[config.mk]
export PLATFORM = sky130hd
export DESIGN_NAME = ifu_ibuf
export DESIGN_NICKNAME = d
export VERILOG_FILES = /design/src/rtl/ifu_pkg.sv /design/src/rtl/ifu_sync_fifo.sv /design/src/rtl/ifu_ibuf.sv
export SDC_FILE = /design/constraint.sdc
export NUM_CORES = 1
export LEC_CHECK = 0
export ABC_AREA = 1
export CAP_MARGIN = 10
export CELL_PAD_IN_SITES_DETAIL_PLACEMENT = 1
export CELL_PAD_IN_SITES_GLOBAL_PLACEMENT = 2
export CORE_ASPECT_RATIO = 0.9
export CORE_MARGIN = 4
export CORE_UTILIZATION = 35
export CTS_CLUSTER_DIAMETER = 40
export DETAILED_ROUTE_END_ITERATION = 16
export GPL_TIMING_DRIVEN = 0
export HOLD_SLACK_MARGIN = 0.02
export PLACE_DENSITY = 0.92
export SYNTH_ARGS = -nofsm -noshare
export SYNTH_HDL_FRONTEND = slang
export SYNTH_SLANG_ARGS = --single-unit
[constraint.sdc]
create_clock -name clk -period 14.6 [get_ports clk]
set_input_delay 1.46 -clock clk [delete_from_list [all_inputs] [get_ports clk]]
set_output_delay 1.46 -clock clk [all_outputs]
set_load 0.01 [all_outputs]
[src/rtl/ifu_pkg.sv]
// ifu_pkg: shared types and constants for the instruction fetch buffer.
package ifu_pkg;

    localparam logic [63:0] RESET_PC = 64'h8000_0000;

    typedef struct packed {
        logic [63:0] pc;
        logic [31:0] inst;
    } ibuf_entry_t;

    typedef enum logic [1:0] {
        IDLE,
        BUSY,
        DROP
    } fetch_state_t;

endpackage

[src/rtl/ifu_sync_fifo.sv]
// ifu_sync_fifo: power-of-two synchronous FIFO with flush and a head view taken from registered storage.
module ifu_sync_fifo #(
    parameter int DEPTH = 4,
    parameter type entry_t = logic [7:0]
) (
    input  logic                     clk,
    input  logic                     rst,
    input  logic                     push_i,
    input  logic                     pop_i,
    input  logic                     flush_i,
    input  entry_t                   din_i,
    output entry_t                   head_o,
    output logic [$clog2(DEPTH):0]   count_o
);

    localparam int AW = $clog2(DEPTH);
    localparam int CW = AW + 1;

    entry_t          mem_q [DEPTH];
    logic [AW-1:0]   wr_q, rd_q;
    logic [CW-1:0]   count_q;
    logic            do_push, do_pop;

    assign do_push = push_i & ~flush_i;
    assign do_pop  = pop_i & (count_q != '0) & ~flush_i;

    always_ff @(posedge clk) begin
        if (rst || flush_i) begin
            wr_q    <= '0;
            rd_q    <= '0;
            count_q <= '0;
        end else begin
            wr_q    <= wr_q + AW'(do_push);
            rd_q    <= rd_q + AW'(do_pop);
            count_q <= count_q + CW'(do_push) - CW'(do_pop);
        end
    end

    always_ff @(posedge clk) begin
        if (do_push && !rst) mem_q[wr_q] <= din_i;
    end

    assign head_o  = mem_q[rd_q];
    assign count_o = count_q;

endmodule

[src/rtl/ifu_ibuf.sv]
// ifu_ibuf: single-outstanding fetch sequencer with slot reservation, redirect flush and an in-order instruction buffer.
module ifu_ibuf
    import ifu_pkg::*;
#(
    parameter int          DEPTH    = 4,
    parameter logic [63:0] RESET_PC = ifu_pkg::RESET_PC
) (
    input  logic        clk,
    input  logic        rst,
    input  logic        ifetch_inst_vld,
    input  logic [63:0] ifetch_inst_pc,
    input  logic [63:0] ifetch_inst,
    output logic        ifetch_req,
    output logic        ifetch_taken,
    output logic [63:0] ifetch_taken_pc,
    input  logic        redirect_vld,
    input  logic [63:0] redirect_pc,
    output logic        ibuf_vld,
    output logic [63:0] ibuf_pc,
    output logic [31:0] ibuf_inst,
    input  logic        decode_ready
);

    localparam int CW = $clog2(DEPTH) + 1;

    fetch_state_t   state_q, state_d;
    logic           pend_q, pend_d;
    logic [63:0]    pend_pc_q, pend_pc_d;
    logic [CW-1:0]  count;
    logic           push;
    ibuf_entry_t    head;
    logic           unused_inst_hi;

    assign unused_inst_hi = ^ifetch_inst[63:32];

    always_ff @(posedge clk) begin
        if (rst) begin
            state_q   <= BUSY;
            pend_q    <= 1'b0;
            pend_pc_q <= RESET_PC;
        end else begin
            state_q   <= state_d;
            pend_q    <= pend_d;
            pend_pc_q <= pend_pc_d;
        end
    end

    // A sequential fetch is only issued with a free slot, so a response can always be pushed.
    always_comb begin
        state_d         = state_q;
        pend_d          = pend_q;
        pend_pc_d       = pend_pc_q;
        ifetch_req      = 1'b0;
        ifetch_taken    = 1'b0;
        push            = 1'b0;
        ifetch_taken_pc = redirect_vld ? redirect_pc : pend_pc_q;
        case (state_q)
            IDLE: begin
                if (pend_q || redirect_vld) begin
                    ifetch_req   = 1'b1;
                    ifetch_taken = 1'b1;
                    pend_d       = 1'b0;
                    state_d      = BUSY;
                end else if (count != CW'(DEPTH)) begin
                    ifetch_req = 1'b1;
                    state_d    = BUSY;
                end
            end
            BUSY: begin
                if (redirect_vld) begin
                    pend_d    = 1'b1;
                    pend_pc_d = redirect_pc;
                    state_d   = ifetch_inst_vld ? IDLE : DROP;
                end else if (ifetch_inst_vld) begin
                    push    = 1'b1;
                    state_d = IDLE;
                end
            end
            DROP: begin
                if (redirect_vld) begin
                    pend_d    = 1'b1;
                    pend_pc_d = redirect_pc;
                end
                if (ifetch_inst_vld) state_d = IDLE;
            end
            default: state_d = BUSY;
        endcase
    end

    ifu_sync_fifo #(
        .DEPTH   (DEPTH),
        .entry_t (ibuf_entry_t)
    ) u_fifo (
        .clk     (clk),
        .rst     (rst),
        .push_i  (push),
        .pop_i   (ibuf_vld & decode_ready),
        .flush_i (redirect_vld),
        .din_i   ('{pc: ifetch_inst_pc, inst: ifetch_inst[31:0]}),
        .head_o  (head),
        .count_o (count)
    );

    assign ibuf_vld  = count != '0;
    assign ibuf_pc   = head.pc;
    assign ibuf_inst = head.inst;

endmodule

==> key figures, run 1 <==
Power and ir drop
  – NetSw: 0.000780 W
  – Combinational Power Share: 9.1%
  – Pint: 0.00250 W
  – Sequential share of power: 44.8%
  – Pleak: 9.09 nW
  – Clock group share of total power: 46.1%
  – PD cells: 132 nW/µm²
  – Peak VDD IR: 0.0000925 V
  – Sw Ratio: 23.8%

Global routing
  – Global routing usage on met2: 37.0%
  – Initial antenna violation count: 13
  – Grt met3 use: 6.20%
  – First-pass GRT wire length: 88.9 mm
  – Total congestion overflow: 0
  – Vias in the first global route: 14,900
  – GR peak layer: met2
  – Gr usage total: 20.8%
  – Met1 Use GR: 24.4%
  – Maximum number of pins on one net before global-route repair: 19

Clock tree
  – TritonCTS Buffers: 59
  – Post-CTS sizing: 0
  – Clock Sinks: 458
  – Clock latency on the worst-skew pair: 0.64 ns
  – CTS tree: yes
  – # hold bufs at CTS: 0
  – CTS Buffer Depth: 3
  – Worst-path clk slew: 0.05 ns
  – Setup Fix Bufs, Post-CTS: 0
  – CTS HTree Levels: 2
  – Clock root buffer: clkbuf_16

STA
  – Rel. slew slack: 43.4%
  – Slew @ Worst Pin: 0.845 ns
  – Clock Skew: 0.0537 ns
  – Slew Limit Fails: 0
  – Final Cycle Share: 30.5%
  – RSZ-0062 raised after global routing: no
  – Final min period: 4.45 ns
  – F_max: 225 MHz
  – Count of final setup violators: 0
  – Final Hold Viols: 0
  – Final setup TNS: 0 ns
  – Hold_ws: 0.485 ns

Flow run
  – Max-cap violations: 0

Run status
  – Status: finished clean

Cells and area
  – Fin cells: 2,662
  – Final core utilization: 48.9%
  – Layout cells sized above 1: 10.6%
  – Post-layout nets: 2,132
  – Area Growth Syn to Fin: 37.5%
  – Commonest non-fill, non-tap cell in the layout: edfxtp_1
  – Finished Cell Area: 24,800 µm²
  – Fillers: 5,329
  – Most frequent cells in the layout: 384 x edfxtp_1, 325 x clkdlybuf4s50_1, 213 x o21ai_0

Floorplan
  – Die Ht: 223 µm
  – Die X: 247 µm
  – Num ports: 360
  – Starting Density: 35.6%
  – Die area: 55,200 µm²
  – CORE AREA: 50,700 µm²
  – Core Rows: 78

Drt
  – Final ANT Viol Nets: 0
  – DR vias: 13,600
  – Routed len/inst: 22.3 µm
  – Via density: 5.11
  – Drt initial violations: 856
  – DRC: 0
  – Pre-antenna DRT Iters: 5
  – Routed WL: 59.5 mm

Critical path
  – Crit path largest cell delay: 0.63 ns
  – WP buf/inv: 3
  – Crit path capture type: primary output
  – Slowest cell on crit path: clkdlybuf4s50_1
  – Worst Path Arrival: 2.99 ns
  – Setup crit start kind: flop
  – Cell family with most CP delay: buffers and inverters
  – CP Cell Sequence: inv_2 -> clkbuf_1 -> o21ai_0 -> o22ai_1 -> clkdlybuf4s50_1
  – Crit Path Class: flop to primary output
  – Worst-path maximum fanout: 10
  – CP Data Required Time: 13.14 ns

Synthesis
  – Main synth FF type: edfxtp_1
  – Number of cells produced by synthesis: 1,497
  – Asr flop ratio synth: 0%
  – Yosys Warn Count: 0
  – FF+latch count, synth: 458
  – Synth top area cells: edfxtp_1 64%, dfxtp_1 8.2%, o21ai_0 5.9%
  – Mapped Area: 18,000 µm²
  – Syn_area_per_cell: 12.0 µm²
  – Leading area contributor after synthesis: edfxtp_1
  – Yosys top cell area share: 64.0%
  – Number of flops mapped to enable cells by yosys: 384
  – Syn nets: 1,701
  – Synth unique cells: 28
  – Sequential fraction of the synthesis area: 72.2%

Placed design
  – Hpwl dp: 40.9 mm
  – GP Congestion: 0.818
  – Placed instance count: 2,547
  – Port-buffer cells: 325
  – Post-DP Area: 22,700 µm²

Hold path
  – Hold crit path type: flop to flop
==> through the flow <==
stage | setup WS [ns] | power [W]
4_1_cts | 10.06 | 0.00331
5_1_grt | 9.98 | 0.00339
3_5_place_dp | 10.19 | 0.00179
6_report | 10.15 | 0.00328
3_3_place_gp | -0.704 | 0.00178
2_1_floorplan | 5.39 | 0.00162
==> cell type report <==
cell class	count	area, µm²	share of cell area, %
sequential	458	13000	52.5
multi-input combinational	793	3850	15.5
timing repair buffer	370	3780	15.3
clock buffer	65	1500	6.05
tap	680	851	3.43
buffer	99	629	2.54
clock inverter	44	584	2.36
inverter	147	554	2.24
antenna	6	15.0	0.0606
==> worst register-to-register path, stage by stage, from the launching register on <==
cell     delay, ns
dfxtp_1       0.34
inv_1         0.12
ha_1          0.18
inv_1         0.07
nor3_2        0.21
nand2_1       0.21
nor3_2        0.68
buf_6         0.27
buf_6         0.19
buf_6         0.17
buf_6         0.16
==> cells by family (layout without fill, tap and decap cells) <==
kind of cell	count (synthesis)	after routing	share of synthesized area, %
XOR/XNOR	3	3	0.146
flip-flops	458	458	72.2
adder cells (fa/ha/maj)	7	7	0.528
other	0	6	0
AO/OA/AOI/OAI	482	482	14.1
multiplexers	2	2	0.118
buffers and inverters	246	725	6.57
AND/OR/NAND/NOR	299	299	6.39
==> worst paths after layout <==
path	startpoint	end	slack (ns)	cells after the start
worst max-delay path	u_fifo.rd_q[1]	ibuf_inst[13]	10.15	5
worst max register to register	state_q[1]	u_fifo.mem_q[0][69]	11.73	10
worst min register to register	pend_pc_q[31]	pend_pc_q[31]	0.48	2
worst min-delay path	pend_pc_q[31]	pend_pc_q[31]	0.48	2
==> power by group through the flow <==
| stage | Clock (W) | Combinational, W | Sequential, W |
|---|---|---|---|
| global placement | 0 | 0.000281 | 0.00150 |
| floorplan | 0 | 0.000127 | 0.00149 |
| global route | 0.00160 | 0.000326 | 0.00147 |
| finish | 0.00151 | 0.000298 | 0.00147 |
| CTS | 0.00154 | 0.000300 | 0.00147 |
| detailed placement | 0 | 0.000296 | 0.00149 |
==> state kept, by name, indices dropped and copies added (netlist names) <==
signal and count:
u_fifo.wr_q 2, state_q 2, u_fifo.mem_q 384, u_fifo.rd_q 2, pend_q 1, u_fifo.count_o 3
pend_pc_q 64
==> metal layers <==
metal  vias up  part of all wire (%)
li1       6201                     -
met1      6753                    38
met2       530                    50
met3       115                   8.7
met4        14                   2.5
met5         -                  0.16
==> synthesized netlist by cell type, types with 2 or more instances <==
cell,n
edfxtp_1,384
o21ai_0,213
nor2_1,205
inv_1,144
o21ai_1,107
o22ai_1,96
nand2_1,81
dfxtp_1,74
a21oi_1,66
clkbuf_1,40
buf_6,26
buf_2,16
buf_4,10
ha_1,6
nor3_1,5
clkbuf_2,4
nand3_1,4
buf_1,3
inv_2,2
nand4_1,2
xor2_1,2
No activity file was read; power rests on OpenSTA's default activity.
==> run 2: changes to the inputs <==
Settings changed: CORE_UTILIZATION 35 to 34, PLACE_DENSITY 0.92 to 0.9.
Clock period 14.6 ns to 4.4 ns, I/O delays scaled along.
==> key figures, run 2 (same netlist as run 1, synthesis figures left out) <==
Power and ir drop
  – Total Power: 0.0111 W
  – Pleak: 9.13 nW
  – PD cells: 444 nW/µm²
  – Peak VDD IR: 0.000293 V

Cells and area
  – Fillers: 5,459
  – Fin cells: 2,658
  – Area occupied by multi-input gates: 3870 µm²
  – Post-layout nets: 2,122
  – Most frequent cells in the layout: 384 x edfxtp_1, 325 x clkdlybuf4s50_1, 213 x o21ai_0
  – Largest Register: u_fifo.mem_q
  – Max reg flops: 384
  – Layout cells sized above 1: 9.87%
  – Reg area: 13,000 µm²
  – Finished Cell Area: 25,000 µm²
  – Area Growth Syn to Fin: 38.9%
  – Commonest non-fill, non-tap cell in the layout: edfxtp_1
  – Final core utilization: 48.1%

Floorplan
  – Die X: 251 µm
  – Die area: 56,800 µm²
  – Die Ht: 226 µm
  – CORE AREA: 52,100 µm²
  – Starting Density: 34.6%
  – Num ports: 360
  – Core Rows: 79

Global routing
  – First-pass GRT wire length: 89.0 mm
  – Met1 Use GR: 24.6%
  – GR peak layer: met2
  – Initial antenna violation count: 9
  – Global routing usage on met2: 34.6%
  – Vias in the first global route: 14,700
  – Grt met3 use: 6.46%
  – Gr usage total: 20.3%
  – Maximum number of pins on one net before global-route repair: 18
  – Total congestion overflow: 0

STA
  – Rel. slew slack: 35.4%
  – Clock Skew: 0.0377 ns
  – F_max: 282 MHz
  – Final min period: 3.55 ns
  – RSZ-0062 raised after global routing: no
  – Final setup TNS: 0 ns
  – Final Cycle Share: 80.6%
  – Final Hold Viols: 0
  – Slew @ Worst Pin: 0.966 ns
  – Slew Limit Fails: 0
  – Count of final setup violators: 0

Clock tree
  – Clock latency on the worst-skew pair: 0.59 ns
  – CTS HTree Levels: 3
  – Setup Fix Bufs, Post-CTS: 0
  – Post-CTS sizing: 0
  – Clock root buffer: clkbuf_16
  – CTS tree: yes
  – Clock Sinks: 458
  – CTS Buffer Depth: 3
  – Worst-path clk slew: 0.06 ns
  – TritonCTS Buffers: 67
  – # hold bufs at CTS: 0

Hold path
  – Hold crit path type: primary input to flop

Critical path
  – CP Cell Sequence: inv_2 -> buf_6 -> clkbuf_1 -> o21ai_1 -> o22ai_1 -> clkdlybuf4s50_1
  – Worst-path maximum fanout: 10
  – Crit path capture type: primary output
  – Slowest cell on crit path: clkdlybuf4s50_1
  – CP Data Required Time: 3.96 ns
  – Setup crit start kind: flop
  – Worst Path Arrival: 3.11 ns
  – Crit path largest cell delay: 0.61 ns
  – Crit Path Class: flop to primary output

Placed design
  – Placed instance count: 2,537
  – GP Congestion: 0.814
  – Hpwl dp: 40.3 mm
  – Post-DP Area: 22,800 µm²
  – Port-buffer cells: 325

Drt
  – Routed len/inst: 22.2 µm
  – DR vias: 13,500
  – Drt initial violations: 830
  – Final ANT Viol Nets: 0
  – Via density: 5.10
  – Pre-antenna DRT Iters: 5
  – DRC: 0
  – Routed WL: 59.0 mm

Flow run
  – Max-cap violations: 0

Run status
  – Status: finished clean
[run 2: path summary, 6_finish.rpt]
check / startpoint / end / slack (ns) / cells after the start
worst max register to register: state_q[1] / u_fifo.mem_q[1][7] / 1.50 / 10
worst min register to register: pend_pc_q[31] / pend_pc_q[31] / 0.48 / 2
worst min-delay path: redirect_vld / pend_q / 0.40 / 4
worst max-delay path: u_fifo.rd_q[1] / ibuf_pc[39] / 0.85 / 6
[run 2: where the power goes]
group	switching, W	total (W)	internal, W
clock	0.00200	0.00525	0.00325
combinational	0.000531	0.000988	0.000457
sequential	0.0000385	0.00487	0.00484
total	0.00257	0.0111	0.00854
[run 2: worst max-delay path, delay by kind of cell, from the launching register on]
kind	cells	cell delay, ns
flip-flops	1	0.49
AO/OA/AOI/OAI	2	0.52
buffers and inverters	4	1.49
[run 2: cell type report]
class | instances | area share (%)
diodes | 5 | 0.0500
plain buffers | 99 | 2.51
clock buffers | 77 | 6.89
clock inverters | 39 | 1.83
inverters | 147 | 2.21
multi-input cells | 793 | 15.5
flip-flops and latches | 458 | 52.0
well taps | 688 | 3.44
repair buffers | 352 | 15.6
[run 2: metal layers]
metal | vias to the layer above | wire [µm] | share of wire [%]
li1 | 6176 | - | -
met1 | 6778 | 23100 | 39
met2 | 472 | 29400 | 50
met3 | 115 | 4860 | 8.2
met4 | 8 | 1670 | 2.8
met5 | - | 49 | 0.083
[run 2: per-stage QoR]
stage	hold slack (ns)	worst slack, ns
after floorplan	0.436	-0.899
after global placement	0.450	-4.55
after detailed placement	0.467	1.09
after CTS	0.348	0.797
after global routing	0.389	0.724
final	0.398	0.854
==> run 3: changes to the inputs <==
Settings changed: CORE_UTILIZATION 34 to 31, PLACE_DENSITY 0.9 to 0.87.
Clock period 4.4 ns to 3.25 ns, I/O delays scaled along.
==> key figures, run 3 (same netlist as run 1, synthesis figures left out) <==
Run status
  – Status: finished clean

Cells and area
  – Post-layout nets: 2,127
  – Commonest non-fill, non-tap cell in the layout: edfxtp_1
  – Largest Register: u_fifo.mem_q
  – Most frequent cells in the layout: 384 x edfxtp_1, 324 x clkdlybuf4s50_1, 213 x o21ai_0
  – Area Growth Syn to Fin: 41.7%
  – Layout cells sized above 1: 11.4%
  – Max reg flops: 384
  – Finished Cell Area: 25,500 µm²

STA
  – RSZ-0062 raised after global routing: no
  – Rel. slew slack: 32.2%
  – Clock Skew: 0.0210 ns
  – Final min period: 3.05 ns
  – Final Hold Viols: 0
  – F_max: 328 MHz
  – PnR worst setup slack: 0.199 ns
  – Final setup TNS: 0 ns
  – Slew @ Worst Pin: 1.01 ns
  – Final Cycle Share: 93.9%
  – Count of final setup violators: 0
  – Slew Limit Fails: 0

Clock tree
  – Setup Fix Bufs, Post-CTS: 0
  – CTS tree: yes
  – # hold bufs at CTS: 0
  – Clock latency on the worst-skew pair: 0.60 ns
  – TritonCTS Buffers: 73
  – CTS HTree Levels: 3
  – Clock Sinks: 458
  – CTS Buffer Depth: 3
  – Worst-path clk slew: 0.05 ns
  – Clock root buffer: clkbuf_16

Global routing
  – GR peak layer: met2
  – Global routing usage on met2: 32.8%
  – Grt met3 use: 5.12%
  – Maximum number of pins on one net before global-route repair: 18
  – Initial antenna violation count: 10
  – Gr usage total: 18.7%
  – First-pass GRT wire length: 88.4 mm
  – Vias in the first global route: 14,600
  – Met1 Use GR: 22.3%
  – Total congestion overflow: 0

Critical path
  – Crit path capture type: primary output
  – Worst Path Arrival: 2.73 ns
  – Slowest cell on crit path: clkdlybuf4s50_1
  – Crit path largest cell delay: 0.62 ns
  – CP Cell Sequence: clkbuf_4 -> buf_2 -> o21ai_0 -> o22ai_1 -> clkdlybuf4s50_1
  – CP Data Required Time: 2.92 ns
  – Worst-path maximum fanout: 10
  – WP buf/inv: 3
  – Crit Path Class: flop to primary output
  – Setup crit start kind: flop
  – Cell family with most CP delay: buffers and inverters

Drt
  – Final ANT Viol Nets: 0
  – Pre-antenna DRT Iters: 5
  – Drt initial violations: 835
  – Via density: 4.87
  – DRC: 0
  – Routed len/inst: 21.6 µm
  – DR vias: 13,400
  – Routed WL: 59.5 mm

Floorplan
  – Core Rows: 83
  – Num ports: 360
  – Die X: 262 µm
  – Die Ht: 237 µm
  – CORE AREA: 57,300 µm²
  – Starting Density: 31.4%
  – Die area: 62,100 µm²

Placed design
  – Port-buffer cells: 325
  – Placement Setup Slack: 0.0678 ns
  – GP Congestion: 0.796
  – Hpwl dp: 40.5 mm
  – Post-DP Area: 22,900 µm²

Hold path
  – Hold crit path type: primary input to flop

Flow run
  – Max-cap violations: 0

Power and ir drop
  – Pleak: 9.34 nW
  – Total Power: 0.0160 W
  – Peak VDD IR: 0.000610 V
  – PD cells: 628 nW/µm²
## run 3: cell type report
type,instances,area [µm²]
diodes,7,17.5
plain buffers,99,636
clock buffers,82,1920
clock inverters,51,662
fillers,6012,31800
inverters,147,554
multi-input cells,793,3900
flip-flops and latches,458,13000
well taps,765,957
repair buffers,351,3880
## run 3: worst reg2reg max path, stage by stage, from the launching register on
cell     delay [ns]
dfxtp_2        0.34
inv_2          0.10
ha_4           0.14
inv_2          0.05
nor3_4         0.27
nand2_4        0.14
nor3_4         0.65
buf_8          0.28
buf_8          0.22
buf_16         0.20
buf_16         0.18
## run 3: path summary, 6_finish.rpt
path,cells past startpoint,end,start,slack [ns]
setup / recovery,5,ibuf_pc[27],u_fifo.rd_q[1],0.20
hold / removal,4,pend_q,redirect_vld,0.28
hold reg to reg,2,pend_pc_q[31],pend_pc_q[31],0.46
setup reg to reg,10,u_fifo.mem_q[2][26],state_q[1],0.38
## run 3: power by group
| part | leakage, nW | internal (W) | switching (W) | total [W] |
|---|---|---|---|---|
| Clock | 1.24 | 0.00514 | 0.00295 | 0.00809 |
| Combinational | 4.02 | 0.000620 | 0.000719 | 0.00134 |
| Sequential | 4.08 | 0.00655 | 0.0000515 | 0.00660 |
## run 3: per-layer routing
metal  vias to the layer above  routed length (µm)
li1                       6210                   -
met2                       364               30000
met4                         8                1670
met3                       121                3570
met5                         -                  57
met1                      6695               24200
## run 3: stage by stage
stage | util, % | hold WS, ns | std cells
global route | 44.5 | 0.265 | 2748
CTS | 44.5 | 0.241 | 2746
global placement | 38.9 | 0.452 | 2587
finish | 44.6 | 0.283 | 2753
detailed placement | 40.0 | 0.454 | 2613
floorplan | - | 0.424 | 1497
## run 3: repair_timing
action                                  4_1_cts  5_1_grt
gates resized for setup                       4        4
gates cloned                                  0        0
endpoints found under the setup margin       43        5
